[config.mk]
export PLATFORM = sky130hd
export DESIGN_NAME = operand_unpack
export DESIGN_NICKNAME = d
export VERILOG_FILES = /design/src/rtl/operand_unpack.sv
export SDC_FILE = /design/constraint.sdc
export NUM_CORES = 1
export LEC_CHECK = 0
export BUFFER_PORTS_ARGS = -buffer_cell sky130_fd_sc_hd__buf_2
export CAP_MARGIN = 20
export CORE_ASPECT_RATIO = 0.7
export CORE_MARGIN = 1
export CORE_UTILIZATION = 40
export CTS_CLUSTER_SIZE = 28
export DETAILED_ROUTE_END_ITERATION = 6
export GPL_TIMING_DRIVEN = 1
export SLEW_MARGIN = 20
export SYNTH_ARGS = -nofsm -noshare
export SYNTH_HDL_FRONTEND = slang
export SYNTH_SLANG_ARGS = --single-unit
[constraint.sdc]
create_clock -name clk -period 4.9 [get_ports clk]
set_input_delay 0 -clock clk [delete_from_list [all_inputs] [get_ports clk]]
set_output_delay 0 -clock clk [all_outputs]
set_load 0.05 [all_outputs]
[src/rtl/operand_unpack.sv]
// operand_unpack: two-stage IEEE-754 single-precision operand unpacker.
// Captures an operand pair on a valid/ready handshake, then splits each
// operand into sign/exponent/fraction plus a 2-bit class flag for the FPU.
// Denormals are flushed to signed zero and tallied in a saturating counter.
//
// Ports:
//   clk, rst          clock, asynchronous active-high reset
//   a, b              raw 32-bit operands (sampled on in_valid && in_ready)
//   in_valid/in_ready upstream handshake
//   sa/sb, ea/eb      operand signs, biased exponents
//   ma/mb             fractions without hidden bit
//   fa/fb             class flags: 00 inf, 01 NaN, 10 zero, 11 normal
//   out_valid/out_ready downstream handshake
//   dnz_cnt           saturating count of flushed denormal operands
module operand_unpack (
    input  logic        clk,
    input  logic        rst,
    input  logic [31:0] a,
    input  logic [31:0] b,
    input  logic        in_valid,
    output logic        in_ready,
    output logic        sa,
    output logic        sb,
    output logic [7:0]  ea,
    output logic [7:0]  eb,
    output logic [22:0] ma,
    output logic [22:0] mb,
    output logic [1:0]  fa,
    output logic [1:0]  fb,
    output logic        out_valid,
    input  logic        out_ready,
    output logic [7:0]  dnz_cnt
);

    localparam int unsigned OP_W   = 32;
    localparam int unsigned EXP_W  = 8;
    localparam int unsigned FRAC_W = 23;
    localparam int unsigned FLAG_W = 2;
    localparam int unsigned CNT_W  = 8;

    localparam logic [FLAG_W-1:0] FLAG_INF  = 2'b00;
    localparam logic [FLAG_W-1:0] FLAG_NAN  = 2'b01;
    localparam logic [FLAG_W-1:0] FLAG_ZERO = 2'b10;
    localparam logic [FLAG_W-1:0] FLAG_NORM = 2'b11;

    localparam logic [CNT_W-1:0] CNT_MAX = '1;

    typedef struct packed {
        logic              sign;
        logic [EXP_W-1:0]  exp;
        logic [FRAC_W-1:0] frac;
        logic [FLAG_W-1:0] flag;
        logic              dnz;
    } unpacked_t;

    // Split and classify one operand; denormals collapse to signed zero.
    function automatic unpacked_t classify(input logic [OP_W-1:0] op);
        unpacked_t         r;
        logic [EXP_W-1:0]  e;
        logic [FRAC_W-1:0] m;
        e = op[OP_W-2:FRAC_W];
        m = op[FRAC_W-1:0];
        r.sign = op[OP_W-1];
        r.exp  = e;
        r.frac = m;
        r.flag = FLAG_NORM;
        r.dnz  = 1'b0;
        if (&e) begin
            // NaN payload is kept; for infinity m is already zero.
            r.flag = (|m) ? FLAG_NAN : FLAG_INF;
        end else if (~|e) begin
            r.frac = '0;
            r.flag = FLAG_ZERO;
            r.dnz  = |m;
        end
        return r;
    endfunction

    logic            v1;
    logic [OP_W-1:0] a_q;
    logic [OP_W-1:0] b_q;

    logic adv2_c;
    logic adv1_c;
    logic take_c;

    unpacked_t               ua_c;
    unpacked_t               ub_c;
    logic [1:0]              dnz_inc_c;
    logic [CNT_W:0]          dnz_sum_c;
    logic [CNT_W-1:0]        dnz_next_c;

    // Handshake: stage 2 drains or is empty; stage 1 refills as it empties.
    assign adv2_c   = !out_valid || out_ready;
    assign adv1_c   = v1 && adv2_c;
    assign in_ready = !v1 || adv2_c;
    assign take_c   = in_valid && in_ready;

    // Classification of the captured pair and the saturating counter update.
    always_comb begin
        ua_c       = classify(a_q);
        ub_c       = classify(b_q);
        dnz_inc_c  = 2'(ua_c.dnz) + 2'(ub_c.dnz);
        dnz_sum_c  = (CNT_W+1)'(dnz_cnt) + (CNT_W+1)'(dnz_inc_c);
        dnz_next_c = dnz_sum_c[CNT_W] ? CNT_MAX : dnz_sum_c[CNT_W-1:0];
    end

    // Stage 1: operand capture.
    always_ff @(posedge clk or posedge rst) begin
        if (rst) begin
            v1  <= 1'b0;
            a_q <= '0;
            b_q <= '0;
        end else begin
            if (in_ready) begin
                v1 <= in_valid;
            end
            if (take_c) begin
                a_q <= a;
                b_q <= b;
            end
        end
    end

    // Stage 2: unpacked fields; data holds when empty or stalled.
    always_ff @(posedge clk or posedge rst) begin
        if (rst) begin
            out_valid <= 1'b0;
            sa        <= 1'b0;
            sb        <= 1'b0;
            ea        <= '0;
            eb        <= '0;
            ma        <= '0;
            mb        <= '0;
            fa        <= FLAG_INF;
            fb        <= FLAG_INF;
            dnz_cnt   <= '0;
        end else begin
            if (adv2_c) begin
                out_valid <= v1;
            end
            if (adv1_c) begin
                sa      <= ua_c.sign;
                ea      <= ua_c.exp;
                ma      <= ua_c.frac;
                fa      <= ua_c.flag;
                sb      <= ub_c.sign;
                eb      <= ub_c.exp;
                mb      <= ub_c.frac;
                fb      <= ub_c.flag;
                dnz_cnt <= dnz_next_c;
            end
        end
    end

endmodule

==> metrics.cfg <==
[sta]
maxSlewViolCount=0
relSlewSlack=0.255
fmaxAchievable_mhz=361
tightest_slew_ns=1.12
hold_viol=0
fin_hold_ws_ns=0.0959
min_period_over_period=0.566
setup_violations=0
period_needed_ns=2.77
fin_worst_skew_ns=0.00973
rsz0062_at_grt=no
fin_tns_setup_ns=0

[grt]
grt_max_degree=100
grt_usage=0.188
grt_pass1_vias=3880
antenna_found_initial=0
grt_pass1_wl_microns=20300
overflow=0

[drt]
drc=0
vias=3823
postRouteAntennaNets=0
vias_per_cell=4.91
top_layer=met4
wl_per_cell_microns=16.3
wl_met3_microns=680
wirelength_microns=12700
dr_wl_met2_microns=5730
drt_iter0_markers=124
dr.pass1.iters=4
wl_met1_microns=6140

[cells_and_area]
final_cell_area_sq_um=7630
drive_above_1_share=0.452
syn2layout_area_growth_pct=39.1
fillers=1102
antennaDiodeCount=0
final_net_count=650

[worst_setup_path]
r2r_end=dnz_cnt[0]
cp_max_fo=7
critical_path_class=reg -> reg
r2r_cells=8
rr_startpoint=b_q[23]
start_kind=register
crit_path_end_kind=register
reg2reg_slack_ns=2.13
worstPathRequired_ns=5.21
arrival_ns=3.08

[synthesis]
yosys.area.top_type=dfrtp_1
yosysSeqAreaShare=0.648
syn_nets=437
synth_most_common_cell=dfrtp_1
synthCells=367
synth_cell_types=34
ys.flop_type=dfrtp_1
synth.top_cells.by_count=142 x dfrtp_1, 82 x mux2_2, 46 x a22o_1, 12 x nor4_1, 11 x nand2_1
yosysTopAreaCellShare=0.648
synthTopCellsByArea=dfrtp_1 65%, mux2_2 17%, a22o_1 7.3%
synth_edf_count=0
syn_area_sq_um=5490
yosysWarnings=0
syn_avg_cell_area_sq_um=15.0
ys_seq_elements=142
async_flop_share=1.00

[place]
place.gp.congestion=0.766
place_area_sq_um=6360
port_buffers=145
post-dp-hpwl_microns=7930

[hold_path]
hp-start=out_ready
hold_depth=3
min_to=out_valid
min_path_type=in -> reg

[floorplanning]
io_pins=146
dieArea_sq_um=14200
die_w_microns=142
rows=35
die-height_microns=100
start_util=0.414
core_sq_um=13300

[cts]
cts_max_path_buffers=2
clkTransAtPathRegs_ns=0.06
cts_tree=done
cts_resized=0
htreeDepth=4
cts_buffers=17
root_buffer=clkbuf_16
post_cts_buffers=0
clkLatencyLatePin_ns=0.41
clock_sinks=142

[flow_run]
cap_violations=0

[power]
power.density_nw_per_um2=503
p_leak_uw=0.00354
irDropWorstVdd_mv=0.213

[outcome]
outcome=finished clean

[per-stage QoR]
stage	setup slack, ns	cells	total power (uW)	utilization
after global placement	2.25	679	2520	0.479
after detailed placement	2.27	679	2540	0.479
after floorplan	1.09	367	2280	-
final	2.13	778	3840	0.575
after CTS	2.24	778	3870	0.575
after global routing	1.93	778	4000	0.575
[cells in the final DEF, fill, tap and decap left out, types with 3 or more instances in the layout]
cell           Yosys  routed
clkinvlp_4         0       3
nand2b_1           3       3
clkbuf_16          0      17
a22o_1            46      46
o211ai_1           3       3
dfrtp_1          142     142
nand3_1            4       4
nor4_1            12      12
clkinv_4           0       3
nor3_1             3       3
nand2_1           11       9
a21oi_1            6       4
dlygate4sd3_1      0      67
buf_2              5     145
mux2_2            82      82
inv_6              0       3
nand4_1            8       8
[flip-flops by register name (all words and copies together) (netlist names)]
| signal | count |
|---|---|
| fa | 2 |
| eb | 8 |
| b_q | 32 |
| fb | 2 |
| ea | 8 |
| mb | 23 |
| ma | 23 |
| sb | 1 |
| out_valid | 1 |
| sa | 1 |
| v1 | 1 |
| dnz_cnt | 8 |
| a_q | 32 |
[worst max path at each step]
stage                     startpoint    endpoint  slack [ns]  cells past startpoint
after floorplan                  rst      a_q[0]        1.09                      1
after global placement       a_q[24]  dnz_cnt[0]        2.25                      8
after detailed placement     a_q[23]  dnz_cnt[0]        2.27                      8
after CTS                    a_q[24]  dnz_cnt[0]        2.24                      8
after global routing         b_q[24]  dnz_cnt[0]        1.93                      8
final                        b_q[23]  dnz_cnt[0]        2.13                      8
[cell families (layout without fill, tap and decap cells)]
family	after synthesis	count (layout)	share of synthesized area
DFF	142	142	0.648
muxes	82	82	0.168
AOI/OAI and AO/OA	63	63	0.0935
and+or+nand+nor	54	54	0.0579
buffers and inverters	22	248	0.0237
adders and majority gates	2	2	0.00593
xor gates and xnor gates	2	2	0.00319
[critical path: stages (launching register included)]
cell and delay, ns:
dfrtp_1 0.41, nor4_1 0.65, o211ai_1 0.24, fa_1 0.47
inv_1 0.07, ha_1 0.15, and4_1 0.31, nand4_1 0.23
o211ai_1 0.15
[power breakdown]
| group | leakage, uW | internal (uW) | switching, uW |
|---|---|---|---|
| combinational | 0.00156 | 325 | 693 |
| clock | 0.000283 | 780 | 501 |
| sequential | 0.00170 | 1390 | 154 |
| total | 0.00354 | 2490 | 1350 |
[final cells by class]
cell class / count / area, sq um / share of cell area
sequential: 142 / 3550 / 0.466
inverter: 3 / 16.3 / 0.00213
timing repair buffer: 213 / 1400 / 0.184
clock inverter: 12 / 136 / 0.0179
clock buffer: 20 / 457 / 0.0598
multi-input combinational: 203 / 1830 / 0.240
tap: 185 / 231 / 0.0303
[repair_timing]
action,in CTS,in global routing
endpoints found under the hold margin,163,0
hold buffers,67,0
endpoints found under the setup margin,0,0
[layer usage]
metal,global-route usage,vias up
met5,0,-
met4,0.0571,0
met1,0.262,1908
li1,-,1806
met3,0.0596,12
met2,0.283,97
No activity file was read; power rests on OpenSTA's default activity.
